$ cat src/rtl/video_arb_pkg.sv
// Shared constants, types and helpers for the frame arbiter. The optional
// IDLE colour-bar pattern (ARB_IDLE_PATTERN_EN) uses bar_colour().
package video_arb_pkg;

   localparam int unsigned H_ACTIVE_DEF = 1280;
   localparam int unsigned H_FP_DEF     = 110;
   localparam int unsigned H_SYNC_DEF   = 40;
   localparam int unsigned H_BP_DEF     = 220;
   localparam int unsigned V_ACTIVE_DEF = 720;
   localparam int unsigned V_FP_DEF     = 5;
   localparam int unsigned V_SYNC_DEF   = 5;
   localparam int unsigned V_BP_DEF     = 20;

   typedef enum logic [0:0] {IDLE, OWN} arb_state_t;

   typedef struct packed {
      logic [7:0] r;
      logic [7:0] g;
      logic [7:0] b;
   } rgb_t;

   function automatic int unsigned h_total(int unsigned act, int unsigned fp,
                                           int unsigned sync, int unsigned bp);
      return act + fp + sync + bp;
   endfunction

   function automatic int unsigned v_total(int unsigned act, int unsigned fp,
                                           int unsigned sync, int unsigned bp);
      return act + fp + sync + bp;
   endfunction

   // Bar order white..black maps onto inverted index bits: g=~b2, r=~b1, b=~b0.
   function automatic rgb_t bar_colour(logic [2:0] bar);
      rgb_t c;
      c.r = {8{~bar[1]}};
      c.g = {8{~bar[2]}};
      c.b = {8{~bar[0]}};
      return c;
   endfunction

endpackage

$ cat src/rtl/video_frame_arbiter_if.sv
// Source-side and encoder-side signals of the frame arbiter; master = arbiter.
interface video_frame_arbiter_if #(
   parameter int unsigned NUM_SRC = 4
);
   logic [NUM_SRC-1:0]    src_req;
   logic [NUM_SRC*24-1:0] src_rgb;
   logic [NUM_SRC-1:0]    src_grant;
   logic [11:0]           pix_x;
   logic [11:0]           pix_y;
   logic                  pix_act;
   logic                  frame_start;
   logic [2:0]            owner_idx;
   logic                  owner_vld;
   logic                  hs;
   logic                  vs;
   logic                  de;
   logic [7:0]            rgb_r;
   logic [7:0]            rgb_g;
   logic [7:0]            rgb_b;

   modport master (
      input  src_req, src_rgb,
      output src_grant, pix_x, pix_y, pix_act, frame_start, owner_idx, owner_vld,
             hs, vs, de, rgb_r, rgb_g, rgb_b
   );

   modport slave (
      output src_req, src_rgb,
      input  src_grant, pix_x, pix_y, pix_act, frame_start, owner_idx, owner_vld,
             hs, vs, de, rgb_r, rgb_g, rgb_b
   );
endinterface

$ cat src/rtl/video_timing_gen.sv
// Raster counters plus registered coordinates, raw sync/de and frame strobes.
// All outputs describe the same pixel: the one the counters held one clock earlier.
module video_timing_gen
   import video_arb_pkg::*;
#(
   parameter int unsigned H_ACTIVE = H_ACTIVE_DEF,
   parameter int unsigned H_FP     = H_FP_DEF,
   parameter int unsigned H_SYNC   = H_SYNC_DEF,
   parameter int unsigned H_BP     = H_BP_DEF,
   parameter int unsigned V_ACTIVE = V_ACTIVE_DEF,
   parameter int unsigned V_FP     = V_FP_DEF,
   parameter int unsigned V_SYNC   = V_SYNC_DEF,
   parameter int unsigned V_BP     = V_BP_DEF,
   parameter bit          HS_POL   = 1'b1,
   parameter bit          VS_POL   = 1'b1
) (
   input  logic        sys_clk,
   input  logic        rst_n,
   output logic [11:0] pix_x,
   output logic [11:0] pix_y,
   output logic        pix_act,
   output logic        frame_start,
   output logic        frame_end,
   output logic        hs_raw,
   output logic        vs_raw,
   output logic        de_raw
);

   localparam logic [11:0] H_LAST = 12'(h_total(H_ACTIVE, H_FP, H_SYNC, H_BP) - 1);
   localparam logic [11:0] V_LAST = 12'(v_total(V_ACTIVE, V_FP, V_SYNC, V_BP) - 1);
   localparam logic [11:0] H_ACT  = 12'(H_ACTIVE);
   localparam logic [11:0] V_ACT  = 12'(V_ACTIVE);
   localparam logic [11:0] H_SS   = 12'(H_ACTIVE + H_FP);
   localparam logic [11:0] H_SE   = 12'(H_ACTIVE + H_FP + H_SYNC);
   localparam logic [11:0] V_SS   = 12'(V_ACTIVE + V_FP);
   localparam logic [11:0] V_SE   = 12'(V_ACTIVE + V_FP + V_SYNC);

   logic [11:0] h_q, h_d, v_q, v_d;
   logic        h_wrap, act, in_hs, in_vs;

   always_comb begin
      h_wrap = (h_q == H_LAST);
      h_d    = h_wrap ? 12'd0 : h_q + 12'd1;
      v_d    = v_q;
      if (h_wrap) v_d = (v_q == V_LAST) ? 12'd0 : v_q + 12'd1;
      act    = (h_q < H_ACT) && (v_q < V_ACT);
      in_hs  = (h_q >= H_SS) && (h_q < H_SE);
      in_vs  = (v_q >= V_SS) && (v_q < V_SE);
   end

   always_ff @(posedge sys_clk or negedge rst_n) begin
      if (!rst_n) begin
         h_q         <= '0;
         v_q         <= '0;
         pix_x       <= '0;
         pix_y       <= '0;
         pix_act     <= 1'b0;
         frame_start <= 1'b0;
         frame_end   <= 1'b0;
         hs_raw      <= ~HS_POL;
         vs_raw      <= ~VS_POL;
         de_raw      <= 1'b0;
      end else begin
         h_q         <= h_d;
         v_q         <= v_d;
         pix_x       <= h_q;
         pix_y       <= v_q;
         pix_act     <= act;
         frame_start <= (h_q == 12'd0) && (v_q == 12'd0);
         frame_end   <= h_wrap && (v_q == V_LAST);
         hs_raw      <= in_hs ? HS_POL : ~HS_POL;
         vs_raw      <= in_vs ? VS_POL : ~VS_POL;
         de_raw      <= act;
      end
   end

endmodule

$ cat src/rtl/video_frame_arbiter.sv
// Per-frame round-robin owner of the pixel path, sync alignment and RGB mux.
// Define ARB_IDLE_PATTERN_EN to show colour bars while no source owns the frame.
module video_frame_arbiter
   import video_arb_pkg::*;
#(
   parameter int unsigned NUM_SRC  = 4,
   parameter int unsigned H_ACTIVE = H_ACTIVE_DEF,
   parameter int unsigned H_FP     = H_FP_DEF,
   parameter int unsigned H_SYNC   = H_SYNC_DEF,
   parameter int unsigned H_BP     = H_BP_DEF,
   parameter int unsigned V_ACTIVE = V_ACTIVE_DEF,
   parameter int unsigned V_FP     = V_FP_DEF,
   parameter int unsigned V_SYNC   = V_SYNC_DEF,
   parameter int unsigned V_BP     = V_BP_DEF,
   parameter bit          HS_POL   = 1'b1,
   parameter bit          VS_POL   = 1'b1
) (
   input logic                   sys_clk,
   input logic                   rst_n,
   video_frame_arbiter_if.master bus
);

   localparam int NSRC = int'(NUM_SRC);

   logic       frame_end, hs_raw, vs_raw, de_raw;
   logic       hs_d1, vs_d1, de_d1, hs_q, vs_q, de_q;
   arb_state_t state_q, state_d;
   logic [2:0] owner_q, owner_d, ptr_q, ptr_d;
   logic [NUM_SRC-1:0] req_rot;
   logic       found;
   int         win;
   rgb_t       sel_rgb, idle_rgb, nxt_rgb, rgb_q;

   video_timing_gen #(
      .H_ACTIVE(H_ACTIVE), .H_FP(H_FP), .H_SYNC(H_SYNC), .H_BP(H_BP),
      .V_ACTIVE(V_ACTIVE), .V_FP(V_FP), .V_SYNC(V_SYNC), .V_BP(V_BP),
      .HS_POL(HS_POL), .VS_POL(VS_POL)
   ) u_timing (
      .sys_clk    (sys_clk),
      .rst_n      (rst_n),
      .pix_x      (bus.pix_x),
      .pix_y      (bus.pix_y),
      .pix_act    (bus.pix_act),
      .frame_start(bus.frame_start),
      .frame_end  (frame_end),
      .hs_raw     (hs_raw),
      .vs_raw     (vs_raw),
      .de_raw     (de_raw)
   );

   // Requests rotated so bit 0 is the first candidate after the previous owner;
   // the previous owner itself therefore lands last.
   always_comb begin
      state_d = state_q;
      owner_d = owner_q;
      ptr_d   = ptr_q;
      found   = 1'b0;
      win     = 0;
      req_rot = NUM_SRC'({bus.src_req, bus.src_req} >> ptr_q);
      for (int k = 0; k < NSRC; k++) begin
         if (!found && req_rot[k]) begin
            found = 1'b1;
            win   = int'(ptr_q) + k;
         end
      end
      if (win >= NSRC) win = win - NSRC;
      if (frame_end) begin
         if (found) begin
            state_d = OWN;
            owner_d = 3'(win);
            ptr_d   = (win == NSRC - 1) ? 3'd0 : 3'(win + 1);
         end else begin
            state_d = IDLE;
         end
      end
   end

   always_ff @(posedge sys_clk or negedge rst_n) begin
      if (!rst_n) begin
         state_q <= IDLE;
         owner_q <= '0;
         ptr_q   <= '0;
      end else begin
         state_q <= state_d;
         owner_q <= owner_d;
         ptr_q   <= ptr_d;
      end
   end

   always_comb begin
      for (int i = 0; i < NSRC; i++) begin
         bus.src_grant[i] = (state_q == OWN) && (owner_q == 3'(i));
      end
   end

   assign bus.owner_idx = owner_q;
   assign bus.owner_vld = (state_q == OWN);

`ifdef ARB_IDLE_PATTERN_EN
   localparam int unsigned BAR_W = (H_ACTIVE / 8 > 0) ? H_ACTIVE / 8 : 1;
   logic [11:0] x_d1, bar_idx;

   always_ff @(posedge sys_clk or negedge rst_n) begin
      if (!rst_n) x_d1 <= '0;
      else        x_d1 <= bus.pix_x;
   end

   always_comb begin
      bar_idx  = x_d1 / 12'(BAR_W);
      idle_rgb = bar_colour((bar_idx > 12'd7) ? 3'd7 : bar_idx[2:0]);
   end
`else
   assign idle_rgb = '0;
`endif

   always_comb begin
      sel_rgb = '0;
      for (int i = 0; i < NSRC; i++) begin
         if (owner_q == 3'(i)) sel_rgb = bus.src_rgb[24*i +: 24];
      end
      nxt_rgb = '0;
      if (de_d1) nxt_rgb = (state_q == OWN) ? sel_rgb : idle_rgb;
   end

   // Sources answer one clock after pix_x/pix_y, so sync/de take two stages.
   always_ff @(posedge sys_clk or negedge rst_n) begin
      if (!rst_n) begin
         hs_d1 <= ~HS_POL;
         vs_d1 <= ~VS_POL;
         de_d1 <= 1'b0;
         hs_q  <= ~HS_POL;
         vs_q  <= ~VS_POL;
         de_q  <= 1'b0;
         rgb_q <= '0;
      end else begin
         hs_d1 <= hs_raw;
         vs_d1 <= vs_raw;
         de_d1 <= de_raw;
         hs_q  <= hs_d1;
         vs_q  <= vs_d1;
         de_q  <= de_d1;
         rgb_q <= nxt_rgb;
      end
   end

   assign bus.hs    = hs_q;
   assign bus.vs    = vs_q;
   assign bus.de    = de_q;
   assign bus.rgb_r = rgb_q.r;
   assign bus.rgb_g = rgb_q.g;
   assign bus.rgb_b = rgb_q.b;

endmodule

$ cat src/flat_wrapper.sv
// flat-port wrapper written by rule: the top's interface ports become plain ports
module video_frame_arbiter_flat import video_arb_pkg::*;
#(
   parameter int unsigned NUM_SRC  = 4,
   parameter int unsigned H_ACTIVE = H_ACTIVE_DEF,
   parameter int unsigned H_FP     = H_FP_DEF,
   parameter int unsigned H_SYNC   = H_SYNC_DEF,
   parameter int unsigned H_BP     = H_BP_DEF,
   parameter int unsigned V_ACTIVE = V_ACTIVE_DEF,
   parameter int unsigned V_FP     = V_FP_DEF,
   parameter int unsigned V_SYNC   = V_SYNC_DEF,
   parameter int unsigned V_BP     = V_BP_DEF,
   parameter bit          HS_POL   = 1'b1,
   parameter bit          VS_POL   = 1'b1
)
  (sys_clk, rst_n, bus_src_req, bus_src_rgb, bus_src_grant, bus_pix_x, bus_pix_y, bus_pix_act, bus_frame_start, bus_owner_idx, bus_owner_vld, bus_hs, bus_vs, bus_de, bus_rgb_r, bus_rgb_g, bus_rgb_b);
  video_frame_arbiter_if #(.NUM_SRC(NUM_SRC)) bus_i ();
  input logic sys_clk;
  input logic rst_n;
  input wire logic [$bits(bus_i.src_req)-1:0] bus_src_req;
  input wire logic [$bits(bus_i.src_rgb)-1:0] bus_src_rgb;
  output wire logic [$bits(bus_i.src_grant)-1:0] bus_src_grant;
  output wire logic [$bits(bus_i.pix_x)-1:0] bus_pix_x;
  output wire logic [$bits(bus_i.pix_y)-1:0] bus_pix_y;
  output wire logic [$bits(bus_i.pix_act)-1:0] bus_pix_act;
  output wire logic [$bits(bus_i.frame_start)-1:0] bus_frame_start;
  output wire logic [$bits(bus_i.owner_idx)-1:0] bus_owner_idx;
  output wire logic [$bits(bus_i.owner_vld)-1:0] bus_owner_vld;
  output wire logic [$bits(bus_i.hs)-1:0] bus_hs;
  output wire logic [$bits(bus_i.vs)-1:0] bus_vs;
  output wire logic [$bits(bus_i.de)-1:0] bus_de;
  output wire logic [$bits(bus_i.rgb_r)-1:0] bus_rgb_r;
  output wire logic [$bits(bus_i.rgb_g)-1:0] bus_rgb_g;
  output wire logic [$bits(bus_i.rgb_b)-1:0] bus_rgb_b;
  assign bus_i.src_req = bus_src_req;
  assign bus_i.src_rgb = bus_src_rgb;
  assign bus_src_grant = bus_i.src_grant;
  assign bus_pix_x = bus_i.pix_x;
  assign bus_pix_y = bus_i.pix_y;
  assign bus_pix_act = bus_i.pix_act;
  assign bus_frame_start = bus_i.frame_start;
  assign bus_owner_idx = bus_i.owner_idx;
  assign bus_owner_vld = bus_i.owner_vld;
  assign bus_hs = bus_i.hs;
  assign bus_vs = bus_i.vs;
  assign bus_de = bus_i.de;
  assign bus_rgb_r = bus_i.rgb_r;
  assign bus_rgb_g = bus_i.rgb_g;
  assign bus_rgb_b = bus_i.rgb_b;
  video_frame_arbiter #(.NUM_SRC(NUM_SRC), .H_ACTIVE(H_ACTIVE), .H_FP(H_FP), .H_SYNC(H_SYNC), .H_BP(H_BP), .V_ACTIVE(V_ACTIVE), .V_FP(V_FP), .V_SYNC(V_SYNC), .V_BP(V_BP), .HS_POL(HS_POL), .VS_POL(VS_POL)) u_core (.sys_clk(sys_clk), .rst_n(rst_n), .bus(bus_i));
endmodule
$ cat config.mk
export PLATFORM = sky130hd
export DESIGN_NAME = video_frame_arbiter_flat
export DESIGN_NICKNAME = d
export VERILOG_FILES = /design/src/rtl/video_arb_pkg.sv /design/src/rtl/video_frame_arbiter_if.sv /design/src/rtl/video_timing_gen.sv /design/src/rtl/video_frame_arbiter.sv /design/src/flat_wrapper.sv
export SDC_FILE = /design/constraint.sdc
export NUM_CORES = 1
export LEC_CHECK = 0
export BUFFER_PORTS_ARGS = -buffer_cell sky130_fd_sc_hd__buf_2
export CORE_UTILIZATION = 45
export CTS_CLUSTER_DIAMETER = 40
export DETAILED_ROUTE_END_ITERATION = 6
export PLACE_DENSITY = 0.78
export RECOVER_POWER = 25
export SETUP_SLACK_MARGIN = 0.02
export SKIP_LAST_GASP = 1
export SYNTH_ARGS = -nofsm -noshare
export SYNTH_HDL_FRONTEND = slang
export SYNTH_HIERARCHICAL = 1
export SYNTH_SLANG_ARGS = --single-unit
$ cat constraint.sdc
create_clock -name sys_clk -period 5.95 [get_ports sys_clk]
set_input_delay 0 -clock sys_clk [delete_from_list [all_inputs] [get_ports sys_clk]]
set_output_delay 0 -clock sys_clk [all_outputs]
set_load 0.02 [all_outputs]
# After elaboration in Yosys (flattened, before gate mapping)
# Cells that the tools add are included.
[classes]
n_addsub = 7
n_mul = 0
div_mod_pow = 0
order_cmp = 7
n_eq_ne = 6
n_shift = 1
n_mux = 21
bitwise = 0
reduce_logical = 19
[op_table]
columns = ["cell", "count"]
rows = [
  ["2-to-1 mux 24 bit", 6],
  ["2-to-1 mux 32 bit", 4],
  ["equality test 32 x 3 -> 1 bit (second input constant)", 1],
  ["greater-or-equal comparator 32 x 4 -> 1 bit (second input constant)", 1],
  ["subtractor 32 x 4 -> 32 bit (second input constant)", 1],
  ["adder 12 x 1 -> 12 bit (second input constant)", 2],
  ["logical NOT 12 bit", 2],
  ["< comparator 12 x 10 -> 1 bit (second input constant)", 2],
  ["< comparator 12 x 11 -> 1 bit (second input constant)", 2],
  ["2-to-1 mux 12 bit", 2],
  ["equality test 12 x 10 -> 1 bit (second input constant)", 1],
  ["equality test 12 x 11 -> 1 bit (second input constant)", 1],
  ["greater-or-equal comparator 12 x 10 -> 1 bit (second input constant)", 1],
  ["greater-or-equal comparator 12 x 11 -> 1 bit (second input constant)", 1],
  ["logical AND 1 bit", 12],
  ["adder 3 x 2 -> 4 bit (second input constant)", 2],
  ["right shift 8 x 3 -> 4 bit", 1],
  ["2-to-1 mux 1 bit", 7],
  ["equality test 3 x 2 -> 1 bit (second input constant)", 2],
  ["2-to-1 mux 3 bit", 2],
  ["adder 3 x 1 -> 4 bit (second input constant)", 1],
  ["adder 3 x 2 -> 3 bit (second input constant)", 1],
  ["equality test 3 x 1 -> 1 bit (second input constant)", 1],
  ["logical NOT 1 bit", 3],
  ["other kinds (2)", 2],
]
[totals]
ff_bits = 90
latch_bits = 0
ramBits = 0
romBits = 0
input_bits = 102
out_inout_bits = 61
memories = 0

# Longest topological paths before layout
[logic_depth]
depth_word = 15
mapped_depth = 11
depth_no_buf = 10

# Hierarchy
# The synthesis kept the hierarchy.
[modules_own_cells]
columns = ["mod", "instances", "cells_per_inst", "area_each_um2"]
rows = [
  ["video_frame_arbiter", 1, 242, 2262.2],
  ["video_timing_gen", 1, 184, 2144.6],
]

# Least setup slack after synthesis
# No wires, ideal clock.
[synth_path]
kind = "reg-to-reg"
start = "register u_core.ptr_q[1]"
end = "register u_core.ptr_q[0]"
setup_time_ns = 0.120
arrival_ns = 2.426
setup_slack_ns = 3.405
path_stages_with_launch = 8
synth_period_minus_slack_ns = 2.545
cell_sequence = "dfrtp_1 -> or4b_4 -> a211o_4 -> o311ai_1 -> ha_1 -> o21ai_0 -> a311o_1 -> and3_1"
[synth_rtl]
columns = ["item", "line_no", "text"]
rows = [
  ["start: declaration", "video_frame_arbiter.sv:28", "logic [2:0] owner_q, owner_d, ptr_q, ptr_d;"],
  ["start signal: assignment", "video_frame_arbiter.sv:86", "ptr_q <= ptr_d;"],
]

==> impl_metrics.json <==
{
  "path_class": "reg -> reg",
  "hold_class": "reg -> reg",
  "critPathLaunchType": "register",
  "rsz0062_at_grt": "false",
  "cts_sinks": 90,
  "intPower_uw": 849,
  "cts_buffers": 9,
  "crit_buf_inv": 1,
  "grt_pass1_wl_um": 19300,
  "avgRoutedWirePerCell_um": 16.2,
  "ys_ff_latch": 90,
  "die_h_um": 101,
  "syn2layout_area_growth_pct": 34.5,
  "cts_resized": 0,
  "synth-compound-area-share_pct": 15.6,
  "combPwrFrac_pct": 10.9,
  "yosysSeqAreaShare_pct": 51.1,
  "p_switching_uw": 302,
  "ys_async_sr_fraction_pct": 100,
  "postSynthCellCount": 426,
  "power.total_mw": 1.15,
  "slowest_delay_ns": 1.17,
  "synth_simple_gate_area_share_pct": 16.2,
  "path_delay_family": "flip-flops",
  "fin_nets": 738,
  "synth_ff_type": "dfrtp_1",
  "grt_usage_pct": 24.9,
  "drt_iter0_drc": 229,
  "ant_nets": 0,
  "overflow": 0,
  "clockBufferDepth": 2,
  "rows": 35,
  "syn-num-nets": 540,
  "synth_top_family_by_area": "simple AND/OR/NAND/NOR gates",
  "critPathSlowestCell": "dfrtp_1",
  "root_buffer": "clkbuf_8",
  "via_count": 4170,
  "crit_chain": "nand3b_1, o21ai_0, nor2_1, dlygate4sd3_1",
  "clock_latency_ns": 0.37,
  "cts_tree": "yes",
  "cp.arrival_ns": 3.64,
  "synth_area_per_cell_um2": 10.3,
  "hold_viol_final": 0,
  "power_per_cell_area_nw_per_um2": 194,
  "finalSetupTns_ns": 0,
  "cp_data_required_time_ns": 6.21,
  "slew_violations": 0,
  "clkPwrFrac_pct": 35.1,
  "dpl.hpwl_um": 8130,
  "first_global_vias": 3992,
  "synth-xor-area-share_pct": 2.19,
  "cp-end-kind": "register",
  "crit_fanout": 30,
  "drtPass1Iterations": 4,
  "ios": 163,
  "synthAdderAreaFrac_pct": 3.41,
  "vdd_drop_max_uv": 135,
  "finalWirelength_um": 12300,
  "ys_warn_count": 6,
  "diodes": 0,
  "antenna_found_initial": 0,
  "drive_gt1_share_pct": 29.4,
  "die_w_um": 101,
  "setup_viol": 0,
  "timing.final.crit_share_pct": 56.9,
  "syn_area_um2": 4410,
  "swShare_pct": 26.2,
  "port_buffers": 162,
  "synth.area.mux_share_pct": 7.78,
  "initial_core_util_pct": 47.0,
  "cts.htree.levels": 3,
  "skew_ns": 0.0158,
  "gp_congestion": 0.877,
  "core_um2": 9370,
  "slew_headroom_pct": 17.5,
  "synth_edf_count": 0,
  "p_leak_nw": 2.79,
  "viasPerCell": 5.50,
  "maxCapViolCount": 0,
  "clk_pin_slew_ns": 0.10,
  "grt_max_degree": 91,
  "utilization_pct": 63.2,
  "status": "completed",
  "fin_crit_ns": 3.38,
  "yosys.cell_types.count": 56,
  "dieArea_um2": 10200,
  "route.detailed.drc": 0,
  "worst_slew_pin_slew_ns": 1.24,
  "max_freq_mhz": 295,
  "seq_power_share_pct": 54.0
}
## layout by cell type (no fill, tap or decap), drive strengths merged, types with 2 or more instances in the layout
| master | n |
|---|---|
| a2111oi | 3 |
| a21boi | 3 |
| a21o | 2 |
| a21oi | 7 |
| a22o | 3 |
| a22oi | 2 |
| a31oi | 5 |
| and2 | 2 |
| and3 | 7 |
| and4 | 2 |
| buf | 134 |
| clkbuf | 39 |
| clkinv | 2 |
| dfrtp | 90 |
| dlygate4sd3 | 49 |
| ha | 12 |
| inv | 17 |
| mux2 | 26 |
| mux2i | 5 |
| nand2 | 26 |
| nand2b | 8 |
| nand3 | 18 |
| nand3b | 3 |
| nand4 | 6 |
| nor2 | 38 |
| nor2b | 2 |
| nor3 | 7 |
| nor4 | 5 |
| nor4b | 2 |
| o211ai | 4 |
| o21ai | 38 |
| o22ai | 28 |
| o31ai | 3 |
| or3 | 3 |
| or4 | 3 |
| xnor2 | 8 |
| xor2 | 3 |
## through the flow
| stage | hold slack, ns | area (um^2) | cells | setup WS (ns) |
|---|---|---|---|---|
| after floorplan | -0.296 | 4410 | 426 | 3.40 |
| after global placement | 0.260 | 5280 | 693 | 2.93 |
| after detailed placement | 0.266 | 5280 | 693 | 2.88 |
| after CTS | 0.355 | 5960 | 758 | 2.76 |
| after global routing | 0.359 | 5930 | 758 | 2.43 |
| final | 0.355 | 5930 | 758 | 2.57 |
## cells in the mapped netlist, types with 3 or more instances
library cell	instances	share of area [%]
a2111oi_0	3	0.60
a21boi_0	3	0.51
a21oi_1	7	0.79
a22o_1	3	0.60
a31oi_1	5	0.71
and3_1	7	0.99
buf_1	3	0.26
buf_2	4	0.45
clkbuf_1	17	1.4
dfrtp_1	90	51
ha_1	12	3.4
inv_1	13	1.1
mux2_2	26	6.6
mux2i_1	5	1.1
nand2_1	26	2.2
nand2b_1	8	1.1
nand3_1	18	2.0
nand3b_1	3	0.51
nand4_1	6	0.85
nor2_1	38	3.2
nor3_1	7	0.79
nor4_1	4	0.57
o211ai_1	4	0.68
o21ai_0	36	4.1
o22ai_1	28	4.0
o31ai_1	3	0.51
or3_1	3	0.43
xnor2_1	8	1.6
xor2_1	3	0.60
## path summary, 6_finish.rpt
check                                                     end                                 from  slack (ns)  depth (start not counted)
min                                    u_core/vs_d1$_DFF_PN0_     u_core/u_timing/vs_raw$_DFF_PN0_        0.35                          0
max                             u_core/bus.rgb_r[7]$_DFF_PN0_  u_core/bus.owner_idx[1]$_DFFE_PN0P_        2.57                          4
max in group asynchronous             u_core/bus.vs$_DFF_PN0_                                rst_n        4.88                          2
max reg2reg                     u_core/bus.rgb_r[7]$_DFF_PN0_  u_core/bus.owner_idx[1]$_DFFE_PN0P_        2.57                          4
min reg2reg                            u_core/vs_d1$_DFF_PN0_     u_core/u_timing/vs_raw$_DFF_PN0_        0.35                          0
min in group asynchronous  u_core/u_timing/pix_x[1]$_DFF_PN0_                                rst_n        0.38                          2
## power by group through the flow
stage / logic [mW] / clock network (mW) / registers, mW
6_report: 0.125 / 0.404 / 0.622
3_5_place_dp: 0.0998 / 0 / 0.633
3_3_place_gp: 0.0973 / 0 / 0.633
2_1_floorplan: 0.0280 / 0 / 0.645
4_1_cts: 0.125 / 0.416 / 0.621
5_1_grt: 0.138 / 0.435 / 0.623
## logic make-up after synthesis
kind of cell | count (synthesis)
compound gates | 107
fa+ha+maj | 12
buf+inv | 39
xor+xnor | 11
flops | 90
simple gates | 136
mux | 31
## layout make-up
class                      count  area [um^2]
fill                         781         3440
clock buffer                   9          124
sequential                    90         2250
tap                          129          161
timing repair buffer         213         1280
multi-input combinational    297         1990
clock inverter                 7         67.6
inverter                      13         48.8
## flip-flops by register name, indices dropped and copies added, names as in the netlist, 8 cells and up
register / cells
u_core/u_timing/pix_x: 12
u_core/bus.rgb_r: 8
u_core/bus.rgb_b: 8
u_core/u_timing/v_q: 12
u_core/bus.rgb_g: 8
u_core/u_timing/pix_y: 12
u_core/u_timing/h_q: 12
## metal layers
metal	wire, um	part of all wire (%)	global-route usage (%)
met3	957	7.8	6.73
met5	0	0	0
met4	349	2.8	11.1
met2	6310	51	42.5
met1	4650	38	29.6
## worst reg2reg max path: stages (launching register included)
cell and delay, ns:
dfrtp_1 1.17, nand3b_1 0.91, o21ai_0 0.52, nor2_1 0.10, dlygate4sd3_1 0.58
## timing repair
action	4_1_cts	5_1_grt
hold buffers	49	0
setup endpoints to repair	0	0
endpoints found under the hold margin	114	0
buffers inserted	0	0
Note: power is estimated with default switching activity, not from simulation.
